[config.mk]
export PLATFORM = sky130hd
export DESIGN_NAME = rvh_l1d_bank_wb_axi_master
export DESIGN_NICKNAME = d
export VERILOG_FILES = /design/src/rtl/rvh_l1d_bank_wb_axi_master.sv
export SDC_FILE = /design/constraint.sdc
export NUM_CORES = 1
export LEC_CHECK = 0
export CORE_AREA = 2 2 434 436
export DETAILED_ROUTE_END_ITERATION = 10
export DIE_AREA = 0 0 436 438
export SYNTH_ARGS = -nofsm -noshare
export SYNTH_HDL_FRONTEND = slang
export SYNTH_SLANG_ARGS = --single-unit
[constraint.sdc]
create_clock -name clk -period 50.2 [get_ports clk]
set_clock_uncertainty 0.15 [all_clocks]
set_input_delay 12.55 -clock clk [delete_from_list [all_inputs] [get_ports clk]]
set_output_delay 12.55 -clock clk [all_outputs]
set_load 0.1 [all_outputs]
[src/rtl/rvh_l1d_bank_wb_axi_master.sv]
// Per-bank L1D writeback AXI write master.
// Evicted dirty lines are queued in a small line FIFO. The head line is sent
// as one INCR burst (AW + W), and is popped when its B response arrives.
// Optional macro L1D_WB_BRESP_CHECK_EN: an error B response sets a sticky wb_err.
module rvh_l1d_bank_wb_axi_master #(
   parameter int unsigned PADDR_WIDTH = 56,
   parameter int unsigned LINE_BYTES  = 64,
   parameter int unsigned BUS_BYTES   = 32,
   parameter int unsigned WB_DEPTH    = 2,
   parameter int unsigned ID_WIDTH    = 8,
   parameter int unsigned BANK_ID     = 0
) (
   input  logic                      clk,
   input  logic                      rst,
   input  logic                      wb_req_valid,
   output logic                      wb_req_ready,
   input  logic [PADDR_WIDTH-1:0]    wb_req_paddr,
   input  logic [LINE_BYTES*8-1:0]   wb_req_data,
   input  logic [PADDR_WIDTH-1:0]    probe_paddr,
   output logic                      probe_hit,
   output logic                      awvalid,
   input  logic                      awready,
   output logic [PADDR_WIDTH-1:0]    awaddr,
   output logic [ID_WIDTH-1:0]       awid,
   output logic [7:0]                awlen,
   output logic [2:0]                awsize,
   output logic [1:0]                awburst,
   output logic                      wvalid,
   input  logic                      wready,
   output logic [BUS_BYTES*8-1:0]    wdata,
   output logic [BUS_BYTES-1:0]      wstrb,
   output logic                      wlast,
   input  logic                      bvalid,
   output logic                      bready,
   input  logic [1:0]                bresp,
   output logic                      wb_busy,
   output logic                      wb_err
);

   localparam int unsigned BEATS  = LINE_BYTES / BUS_BYTES;
   localparam int unsigned LINE_W = LINE_BYTES * 8;
   localparam int unsigned BUS_W  = BUS_BYTES * 8;
   localparam int unsigned OFF_W  = $clog2(LINE_BYTES);
   localparam int unsigned TAG_W  = PADDR_WIDTH - OFF_W;
   localparam int unsigned BEAT_W = (BEATS > 1) ? $clog2(BEATS) : 1;
   localparam int unsigned PTR_W  = $clog2(WB_DEPTH);
   localparam int unsigned CNT_W  = $clog2(WB_DEPTH + 1);
   localparam int unsigned SIZE   = $clog2(BUS_BYTES);

   typedef enum logic [1:0] {
      ST_IDLE   = 2'd0,
      ST_SEND   = 2'd1,
      ST_WAIT_B = 2'd2
   } state_t;

   state_t              state;
   logic [BEAT_W-1:0]   beat;
   logic                aw_done;
   logic                w_done;

   logic [TAG_W-1:0]    tag_mem  [WB_DEPTH];
   logic [LINE_W-1:0]   data_mem [WB_DEPTH];
   logic [WB_DEPTH-1:0] vld;
   logic [PTR_W-1:0]    wr_ptr;
   logic [PTR_W-1:0]    rd_ptr;
   logic [CNT_W-1:0]    count;

   logic push;
   logic pop;
   logic aw_hs;
   logic w_hs;
   logic last_beat;
   logic aw_fin;
   logic w_fin;

   assign wb_req_ready = (count != CNT_W'(WB_DEPTH));
   assign push         = wb_req_valid & wb_req_ready;
   assign pop          = (state == ST_WAIT_B) & bvalid;

   assign awvalid   = (state == ST_SEND) & ~aw_done;
   assign wvalid    = (state == ST_SEND) & ~w_done;
   assign bready    = (state == ST_WAIT_B);
   assign aw_hs     = awvalid & awready;
   assign w_hs      = wvalid & wready;
   assign last_beat = (beat == BEAT_W'(BEATS - 1));
   assign aw_fin    = aw_done | aw_hs;
   assign w_fin     = w_done | (w_hs & last_beat);

   // AXI burst fields; head entry cannot change until its B handshake, so these are stable
   assign awaddr  = {tag_mem[rd_ptr], OFF_W'(0)};
   assign awid    = ID_WIDTH'(BANK_ID);
   assign awlen   = 8'(BEATS - 1);
   assign awsize  = 3'(SIZE);
   assign awburst = 2'b01;
   assign wdata   = data_mem[rd_ptr][beat*BUS_W +: BUS_W];
   assign wstrb   = '1;
   assign wlast   = last_beat;
   assign wb_busy = (count != '0) | (state != ST_IDLE);

   // Line payload storage, written on push
   always_ff @(posedge clk) begin
      if (push) begin
         tag_mem[wr_ptr]  <= wb_req_paddr[PADDR_WIDTH-1:OFF_W];
         data_mem[wr_ptr] <= wb_req_data;
      end
   end

   // FIFO pointers, occupancy and per-entry valid bits
   always_ff @(posedge clk or posedge rst) begin
      if (rst) begin
         wr_ptr <= '0;
         rd_ptr <= '0;
         count  <= '0;
         vld    <= '0;
      end else begin
         if (push) begin
            wr_ptr      <= wr_ptr + PTR_W'(1);
            vld[wr_ptr] <= 1'b1;
         end
         if (pop) begin
            rd_ptr      <= rd_ptr + PTR_W'(1);
            vld[rd_ptr] <= 1'b0;
         end
         count <= count + CNT_W'(push) - CNT_W'(pop);
      end
   end

   // Burst FSM: one outstanding burst, AW and W issued together, then wait for B
   always_ff @(posedge clk or posedge rst) begin
      if (rst) begin
         state   <= ST_IDLE;
         beat    <= '0;
         aw_done <= 1'b0;
         w_done  <= 1'b0;
      end else begin
         case (state)
            ST_IDLE: begin
               if ((count != '0) || push) begin
                  state   <= ST_SEND;
                  beat    <= '0;
                  aw_done <= 1'b0;
                  w_done  <= 1'b0;
               end
            end
            ST_SEND: begin
               aw_done <= aw_fin;
               w_done  <= w_fin;
               if (w_hs && !last_beat) begin
                  beat <= beat + BEAT_W'(1);
               end
               if (aw_fin && w_fin) begin
                  state <= ST_WAIT_B;
               end
            end
            ST_WAIT_B: begin
               if (bvalid) begin
                  state   <= ((count > CNT_W'(1)) || push) ? ST_SEND : ST_IDLE;
                  beat    <= '0;
                  aw_done <= 1'b0;
                  w_done  <= 1'b0;
               end
            end
            default: begin
               state <= ST_IDLE;
            end
         endcase
      end
   end

   // Address probe against every queued line, including the one in flight
   always_comb begin
      probe_hit = 1'b0;
      for (int i = 0; i < int'(WB_DEPTH); i++) begin
         if (vld[i] && (tag_mem[i] == probe_paddr[PADDR_WIDTH-1:OFF_W])) begin
            probe_hit = 1'b1;
         end
      end
   end

`ifdef L1D_WB_BRESP_CHECK_EN
   logic err_q;

   // Sticky error on SLVERR/DECERR; the line is still retired
   always_ff @(posedge clk or posedge rst) begin
      if (rst) begin
         err_q <= 1'b0;
      end else if (pop && bresp[1]) begin
         err_q <= 1'b1;
      end
   end

   assign wb_err = err_q;
`else
   assign wb_err = 1'b0;
`endif

   // Line-offset address bits and unchecked response bits are intentionally ignored
   logic unused_bits;
   assign unused_bits = ^{wb_req_paddr[OFF_W-1:0], probe_paddr[OFF_W-1:0], bresp};

endmodule

# Word-level counts from Yosys, hierarchy flattened
# Memory sizes are Yosys's and may differ from the RTL's.
# Cells that the tools add are included.
[op_classes]
reduce_logical = 16
eq_ne = 9
n_lt_le_gt_ge = 5
shifts = 1
muxes = 21
addsub = 5
bitwise_logic = 15
[ops]
columns = ["operator", "count"]
rows = [
  ["$shiftx A512 B10 Y256", 1],
  ["$eq A50 B50 Y1", 2],
  ["$mux W1", 10],
  ["$mux W2", 5],
  ["$pmux W1 S3", 3],
  ["$and A1 B1 Y1", 7],
  ["$logic_and A1 B1 Y1", 6],
  ["$ne A2 B2 Y1 const B", 3],
  ["$pmux W2 S3", 1],
  ["$reduce_and A3 Y1", 2],
  ["$lt A1 B2 Y1 const B", 2],
  ["$ne A2 B1 Y1 const B", 2],
  ["$reduce_and A4 Y1", 1],
  ["$reduce_bool A2 Y1", 2],
  ["$add A1 B1 Y1 const B", 3],
  ["$or A1 B1 Y1", 3],
  ["$reduce_bool A3 Y1", 1],
  ["$add A2 B1 Y2", 1],
  ["$and A2 B2 Y2", 1],
  ["$demux W1 S1", 2],
  ["$eq A2 B1 Y1 const B", 1],
  ["$eq A2 B2 Y1 const B", 1],
  ["$ge A1 B1 Y1 const B", 2],
  ["$gt A2 B1 Y1 const B", 1],
  ["7 further kinds", 9],
]
[word_totals]
mem_count = 2
ff_bits = 11
ramBits = 1124
[memory_table]
columns = ["memory", "words", "word_bits", "rd", "rd_clocked_by_memory_dff", "wr", "line", "source"]
rows = [
  ["data_mem", 2, 512, 1, 0, 1, "62", "logic [LINE_W-1:0] data_mem [WB_DEPTH];"],
  ["tag_mem", 2, 50, 3, 0, 1, "61", "logic [TAG_W-1:0] tag_mem [WB_DEPTH];"],
]

# Depth between registers and ports, before layout
[depth]
word_depth = 8
mapped_depth = 9

# Worst setup path after synthesis
# No wires, ideal clock.
[synth_path]
path_type = "input port to flip-flop"
start = "input wb_req_valid"
end = "register vld[0]"
t_arrival_ns = 37.863
path_buffers = 0
setup_time_ns = 0.165
path_stages = 3
slack_ns = 12.022
required_ns = 49.885
cell_sequence = "nand2_1 > nor2_1 > o22a_1"
[synth_via]
elab_chain_cells = 4
[synth_rtl]
columns = ["element", "line", "source"]
rows = [
  ["start: declaration", "15", "input logic wb_req_valid,"],
  ["$and A1 B1 Y1 *", "77", "assign push = wb_req_valid & wb_req_ready;"],
  ["$mux W2 *", "116", "if (push) begin"],
  ["$and A2 B2 Y2 (no source line)", "n/a", ""],
  ["$mux W2 *", "120", "if (pop) begin"],
  ["end signal: assignment", "114", "vld <= '0;"],
  ["end signal: indexed assignment", "118", "vld[wr_ptr] <= 1'b1;"],
  ["end signal: indexed assignment", "122", "vld[rd_ptr] <= 1'b0;"],
  ["end: declaration", "63", "logic [WB_DEPTH-1:0] vld;"],
]
# Mark *: on every way between the ends. The rest lies on a longest branch, timed or not.
# A chain may end at the register's enable or synchronous reset.

# Worst setup path in the final report
[layout_path]
start = "input probe_paddr[14]"
end = "output probe_hit"
[layout_via]
elab_chain_cells = 4
elab_cells_between_ends = 6
classes_between = "eq/ne (2); mux (2); reduce/logical (2)"
[layout_rtl]
columns = ["element", "line", "source"]
rows = [
  ["start: declaration", "19", "input logic [PADDR_WIDTH-1:0] probe_paddr,"],
  ["$eq A50 B50 Y1", "174", "if (vld[i] && (tag_mem[i] == probe_paddr[PADDR_WIDTH-1:OFF_W])) begin"],
  ["$logic_and A1 B1 Y1", "174", ""],
  ["$mux W1", "174", ""],
  ["$mux W1 *", "174", ""],
  ["end: declaration", "20", "output logic probe_hit,"],
]
# Marked as above.

==> out/metrics.cfg <==
[outcome]
status = finished, final reports clean

[flow_run]
drv_cap = 0

[yosys]
synth_most_common_cell = edfxtp_1
seq_area_frac_synth = 0.797
synth_area_leaders = edfxtp_1 79%, mux4_2 14%, xnor2_1 1.4%
yosysWarnings = 0
synth_top_area_frac = 0.790
synth-edff-count = 1124
synth.distinct_cells = 39
syn_area_um2 = 42700
ys_ff_latch = 1135
yosys-top-cells-count = 1124 x edfxtp_1, 256 x mux4_2, 70 x xnor2_1
dominantRegCellSynth = edfxtp_1
synth_area_leader_cell = edfxtp_1
postSynthAreaPerCell_um2 = 24.4
synthArstFlopShare = 0.00969
synthCells = 1747

[floorplan]
start_util = 0.229
die_w_um = 436
rows = 159
die-area_um2 = 191000
boundaryPins = 1005
fp.coreArea_um2 = 187000
die_y_um = 438

[cts]
cts.sinks = 1135
cts.hold.buffers_added = 0
path_clk_slew_ns = 0.06
cts_buffers = 118
cts_max_level = 3
clk_latency_ns = 0.73
cts_max_path_buffers = 3
postCtsResizedCells = 0
cts_tree = built
cts-root-buf = clkbuf_16
cts_setup_buffers = 0

[placement]
io_buffers = 930
globalplace.congestion = 0.866
hpwl_um = 85000

[drt]
antenna_left = 0
dr.pass1.iters = 7
wl_per_cell_um = 22.0
wl_um = 118000
route.detailed.drc = 0
vias = 21651
routed_via_density = 4.03
drt_iter0_markers = 1382

[setup_path]
critPathLaunch = probe_paddr[14]
cp-start-kind = primary input
r2r_setup_slack_ns = 44.52
rr_startpoint = count[1]
crit_path_end_kind = primary output
path_class = primary input to primary output
cp_max_fo = 2
crit_required_ns = 37.50
critPathArrivalTime_ns = 15.67

[sta]
fmax_mhz = 35.3
hold_viol = 0
period_needed_ns = 28.37
slew_headroom = 0.160
setup_viol = 0
slew_violations = 0
fin_crit_sh = 0.565
tns_ns = 0
rsz0062_at_grt = false
tightest_slew_ns = 1.26

[grt]
grt_antenna_before_repair = 29
grt_first_pass_wirelength_um = 165000
grt_remaining_overflow = 0
grt_usage = 0.119
grt_max_degree = 127
grt_pass1_vias = 22493

[hold_path]
worstHoldStart = vld[0]
hold_class = register to register

[layout]
nNetsFinal = 3393
fillers = 17998
drive_above_1_share = 0.161
area_growth_pct = 36.9

## placed cells by master, fill, tap and decap left out, types with 27 or more instances in the layout
cell,instances
clkbuf_16,120
buf_4,28
clkinv_1,33
xnor2_1,70
xor2_1,27
edfxtp_1,1124
clkbuf_1,28
mux2_1,47
mux4_2,256
conb_1,60
clkdlybuf4s50_1,926
## registers in the layout, summed over array words and instances (netlist names), 2 cells and up
name      count
data_mem   1024
tag_mem     100
count         2
state         2
vld           2
## worst max-delay path, stage by stage
cell	delay, ns
clkdlybuf4s50_1	0.47
xnor2_1	0.49
nand4_1	0.16
nor4_1	0.30
nand4_1	0.18
o31ai_2	0.27
clkdlybuf4s50_1	1.25
## final timing paths
check / end / cells past startpoint
worst max-delay path: probe_hit / 7
worst min-delay path: vld[0] / 1
worst max register to register: data_mem[1][261] / 7
worst min register to register: vld[0] / 1
max in group asynchronous: rd_ptr / 2
min in group asynchronous: wr_ptr / 2
## final cells by class
cell class / instances / area, um2 / area share
sequential: 1135 / 34000 / 0.582
timing repair buffer: 958 / 9540 / 0.163
multi-input combinational: 535 / 7880 / 0.135
tap: 2495 / 3120 / 0.0534
clock buffer: 148 / 3110 / 0.0532
clock inverter: 74 / 681 / 0.0116
inverter: 11 / 41.3 / 0.000706
antenna: 15 / 37.5 / 0.000642
## kinds of logic (layout without fill, tap and decap cells)
| logic type | after synthesis | count (layout) | synth area share |
|---|---|---|---|
| buffers and inverters | 135 | 1191 | 0.0239 |
| AO/OA/AOI/OAI | 18 | 18 | 0.00331 |
| other | 2 | 75 | 0.000176 |
| XOR/XNOR | 97 | 97 | 0.0199 |
| flip-flops | 1135 | 1135 | 0.797 |
| multiplexers | 306 | 306 | 0.148 |
| adder cells (fa/ha/maj) | 2 | 2 | 0.000586 |
| AND/OR/NAND/NOR | 52 | 52 | 0.00703 |
## routing by layer
layer / share of wire / global-route usage / routed length, um / vias up
li1: - / - / - / 9327
met1: 0.37 / 0.132 / 43400 / 11362
met2: 0.54 / 0.216 / 63700 / 765
met3: 0.068 / 0.0360 / 8070 / 185
met4: 0.025 / 0.0380 / 2990 / 12
met5: 0.00066 / 0 / 78 / -
## stage by stage
step / worst slack, ns / hold WS, ns / utilization / std cells / instance area (um2)
after floorplan: 12.02 / 0.310 / - / 1805 / 42900
final: 21.83 / 0.357 / 0.313 / 5371 / 58500
after global placement: 21.69 / 0.356 / 0.293 / 5134 / 54600
after CTS: 21.68 / 0.373 / 0.313 / 5356 / 58400
after global routing: 21.64 / 0.382 / 0.313 / 5368 / 58400
after detailed placement: 21.69 / 0.359 / 0.293 / 5134 / 54600
Power is left out: the tool's default activity adds up to more than one toggle a clock period on the data nets, which glitch-free logic cannot reach.
